==> config.mk <==
export PLATFORM = sky130hd
export DESIGN_NAME = program_counter
export DESIGN_NICKNAME = d
export VERILOG_FILES = /design/src/rtl/cpu_pkg.sv /design/src/rtl/en_dff.sv /design/src/rtl/program_counter.sv
export SDC_FILE = /design/constraint.sdc
export NUM_CORES = 1
export LEC_CHECK = 0
export CORE_UTILIZATION = 40
export DETAILED_ROUTE_END_ITERATION = 16
export GPL_TIMING_DRIVEN = 0
export PLACE_DENSITY = 0.82
export SKIP_CTS_REPAIR_TIMING = 1
export SYNTH_ARGS = -nofsm -noshare
export SYNTH_HDL_FRONTEND = slang
export SYNTH_SLANG_ARGS = --single-unit
==> constraint.sdc <==
create_clock -name clock -period 2.7 [get_ports clock]
set_clock_uncertainty 0.15 [all_clocks]
set_input_delay 0.54 -clock clock [delete_from_list [all_inputs] [get_ports clock]]
set_output_delay 0.54 -clock clock [all_outputs]
set_load 0.02 [all_outputs]
==> src/rtl/cpu_pkg.sv <==
// cpu_pkg: shared PC width, reset vector, pc_t type and instruction alignment constants.
package cpu_pkg;
    localparam int PC_WIDTH = 16;
    localparam logic [PC_WIDTH-1:0] PC_RESET_VECTOR = 16'h0000;
    typedef logic [PC_WIDTH-1:0] pc_t;
    localparam int ALIGN_BYTES = 4;
    localparam int ALIGN_BITS = 2;
endpackage

==> src/rtl/en_dff.sv <==
// en_dff: parameterised register with asynchronous active-low reset and load enable.
module en_dff #(
    parameter int WIDTH = 1,
    parameter logic [WIDTH-1:0] RST_VAL = '0
) (
    input  logic             clock,
    input  logic             reset_n,
    input  logic             en,
    input  logic [WIDTH-1:0] d,
    output logic [WIDTH-1:0] q
);
    always_ff @(posedge clock or negedge reset_n)
        if (!reset_n) q <= RST_VAL;
        else if (en) q <= d;
endmodule

==> src/rtl/program_counter.sv <==
// program_counter: load-enabled PC register for the multicycle CPU.
// Define PC_ALIGN_CHECK_EN to add the sticky `misaligned` flag output.
module program_counter
    import cpu_pkg::*;
#(
    parameter int WIDTH = PC_WIDTH,
    parameter logic [WIDTH-1:0] RESET_VECTOR = PC_RESET_VECTOR
) (
    input  logic             clock,
    input  logic             reset_n,
    input  logic [WIDTH-1:0] in,
    input  logic             PCWrite,
`ifdef PC_ALIGN_CHECK_EN
    output logic             misaligned,
`endif
    output logic [WIDTH-1:0] out
);
    en_dff #(.WIDTH(WIDTH), .RST_VAL(RESET_VECTOR)) u_pc (
        .clock(clock), .reset_n(reset_n), .en(PCWrite), .d(in), .q(out)
    );
`ifdef PC_ALIGN_CHECK_EN
    // Only ever written with 1, so once set it stays set until reset.
    en_dff #(.WIDTH(1), .RST_VAL(1'b0)) u_align (
        .clock(clock), .reset_n(reset_n),
        .en(PCWrite && (in[ALIGN_BITS-1:0] != '0)),
        .d(1'b1), .q(misaligned)
    );
`endif
endmodule

==> key figures <==
Critical path
  – R2r worst-path depth: 1
  – Crit path largest cell delay: 0.62 ns
  – Critical path class: reg2out
  – Critical path depth: 1
  – CP endpoint: out[0]
  – Worst Setup SP: u_pc.q[0]
  – CP arrival: 1.25 ns
  – CP delay by family, top: buffers and inverters
  – CP Max Fanout: 2
  – CP max-delay cell: clkdlybuf4s50_1
  – Critical-path cell list: clkdlybuf4s50_1
  – Reg2reg start: u_pc.q[4]
  – WP buf/inv: 1
  – R2R setup slack: 1.78 ns
  – Reg2reg end: u_pc.q[4]
  – CP endpoint kind: primary output
  – WP data required: 2.01 ns
  – Startpoint types: flop

Logic synthesis
  – Top cells by count, synth: dfrtp_1 (16), mux2_4 (10), mux2_2 (6)
  – Syn nets: 53
  – Mapped Cells: 34
  – Mapped Avg Cell Area: 19.10 sq um
  – Post-Syn Area: 649.4 sq um
  – Register area share after synthesis: 61.66%
  – Post-synth cell types: 5
  – Share of the synthesized area in the top cell type: 61.66%
  – Yosys warnings: 0
  – #FFs+latches synth: 16
  – Area contributors post-synth: dfrtp_1 (62%), mux2_4 (23%), mux2_2 (10%)
  – Asr flop ratio synth: 100.0%
  – EDFF count, synth: 0
  – Top-count cell post-synth: dfrtp_1
  – Synth Flop Type: dfrtp_1
  – Synth area leader: dfrtp_1

Timing
  – Final setup violation count: 0
  – RSZ-0062 raised after global routing: false
  – Hold WS: 0.3635 ns
  – Maximum clock rate: 514.6 MHz
  – Actual slew at the worst max-slew pin: 0.6860 ns
  – Period Utilization, post-route: 71.97%
  – Final Slew Violations: 0
  – Relative slew margins: 54.12%
  – Setup_tns: 0 ns
  – Fin crit period: 1.943 ns
  – Final Hold Vio Count: 0

Power
  – Leakage: 0.4510 nW
  – Overall Power: 0.0005470 W
  – P per Cell Area: 535.1 mW/mm^2
  – Worst VDD drop: 0.3523 mV

Run status
  – Status: complete, no violations

Clock network
  – Clock-pin slew on the worst setup and hold paths: 0.08 ns
  – CTS buffer count: 3
  – Clock sink count: 16
  – Root buf cell: clkbuf_4
  – CTS tree: yes
  – H-Tree Depth: 1
  – Clk_lat worst skew: 0.27 ns
  – Clock buffer depth: 2

Drt
  – Vias: 415
  – DRT Pass-1 Iters: 3
  – Post-route ant nets: 0
  – DR vias/cell: 4.826
  – Detailed Route WL: 1240 microns
  – DRC viols: 0
  – DRT iter0 DRCs: 2
  – WL per Instance: 14.42 microns

Global route
  – Initial antenna violation count: 0
  – Grt ovf: 0
  – Vias in the first global route: 462
  – First-pass GRT wire length: 1966 microns
  – Largest net degree at the start of global routing: 17
  – Total GRT Usage: 15.18%

Hold path
  – HP Start: u_pc.q[10]
  – Hold Path Class: reg2reg

Placed design
  – RD Place Congestion: 0.6344
  – DP Cell Count: 83
  – IO Port Bufs: 33
  – Cell Area, Placed: 999.7 sq um
  – Dpl hpwl: 972.1 microns

Die
  – DIE AREA: 0.001788 sq mm
  – Row cnt: 14
  – Die Wd: 42.29 microns
  – Core ar.: 0.001506 sq mm
  – I/O pin cnt: 35
  – Die Ht: 42.29 microns
  – Starting Density: 43.11%

Cells and area
  – Final net count: 91
  – Area Overhead vs Synth: 57.42%
  – Post-route cell area: 0.001022 sq mm
  – Most flops, register: u_pc.q
  – Post-route insts no fill: 86
  – Max FFs per register: 16
  – Regs by FF count: u_pc.q x16
  – ANT cells: 0
  – Share of layout cells above drive strength 1: 30.00%

Job
  – Max-cap viol count: 0
==> per-layer routing <==
layer,vias up,part of all wire (%),global-route usage (%)
li1,192,-,-
met1,196,41,17.85
met2,27,49,24.92
met3,0,9.8,4.741
met4,0,0,7.500
met5,-,0,0
==> area by class of cell <==
| class | count | area, sq um |
|---|---|---|
| tap | 16 | 20.02 |
| multi-input combinational | 16 | 217.7 |
| clock buffer | 3 | 22.52 |
| timing repair buffer | 33 | 330.3 |
| fill | 112 | 484.2 |
| sequential | 16 | 400.4 |
| buffer | 2 | 31.28 |
==> kinds of logic (layout without fill, tap and decap cells) <==
| family | count (synthesis) | after routing | share of synthesized area (%) |
|---|---|---|---|
| flops | 16 | 16 | 61.66 |
| mux | 16 | 16 | 33.52 |
| buf+inv | 2 | 38 | 4.817 |
==> layout by cell type, fill, tap and decap left out <==
cell,n
dfrtp_1,16
buf_6,1
mux2_4,10
mux2_2,6
clkbuf_4,3
clkdlybuf4s50_1,33
buf_12,1
==> through the flow <==
stage,worst slack (ns),utilization [%]
detailed placement,1.063,66.36
floorplan,1.348,-
global placement,1.057,66.36
CTS,0.7395,67.86
finish,0.7568,67.86
global route,0.7103,67.86
==> how the worst min path moves through the flow <==
stage | endpoint | slack [ns] | cells past startpoint
after floorplan | u_pc.q[0] | 0.09 | 0
after global placement | u_pc.q[3] | 0.34 | 1
after detailed placement | u_pc.q[8] | 0.34 | 1
after CTS | u_pc.q[11] | 0.37 | 1
after global routing | u_pc.q[11] | 0.38 | 1
final | u_pc.q[10] | 0.36 | 1
==> power breakdown <==
group	leakage (nW)	switching (W)	internal [W]
Clock	0.0138	0.0000638	0.0000515
Combinational	0.250	0.0000602	0.0000954
Sequential	0.187	0.0000127	0.000263
(Power assumes the default switching activity.)
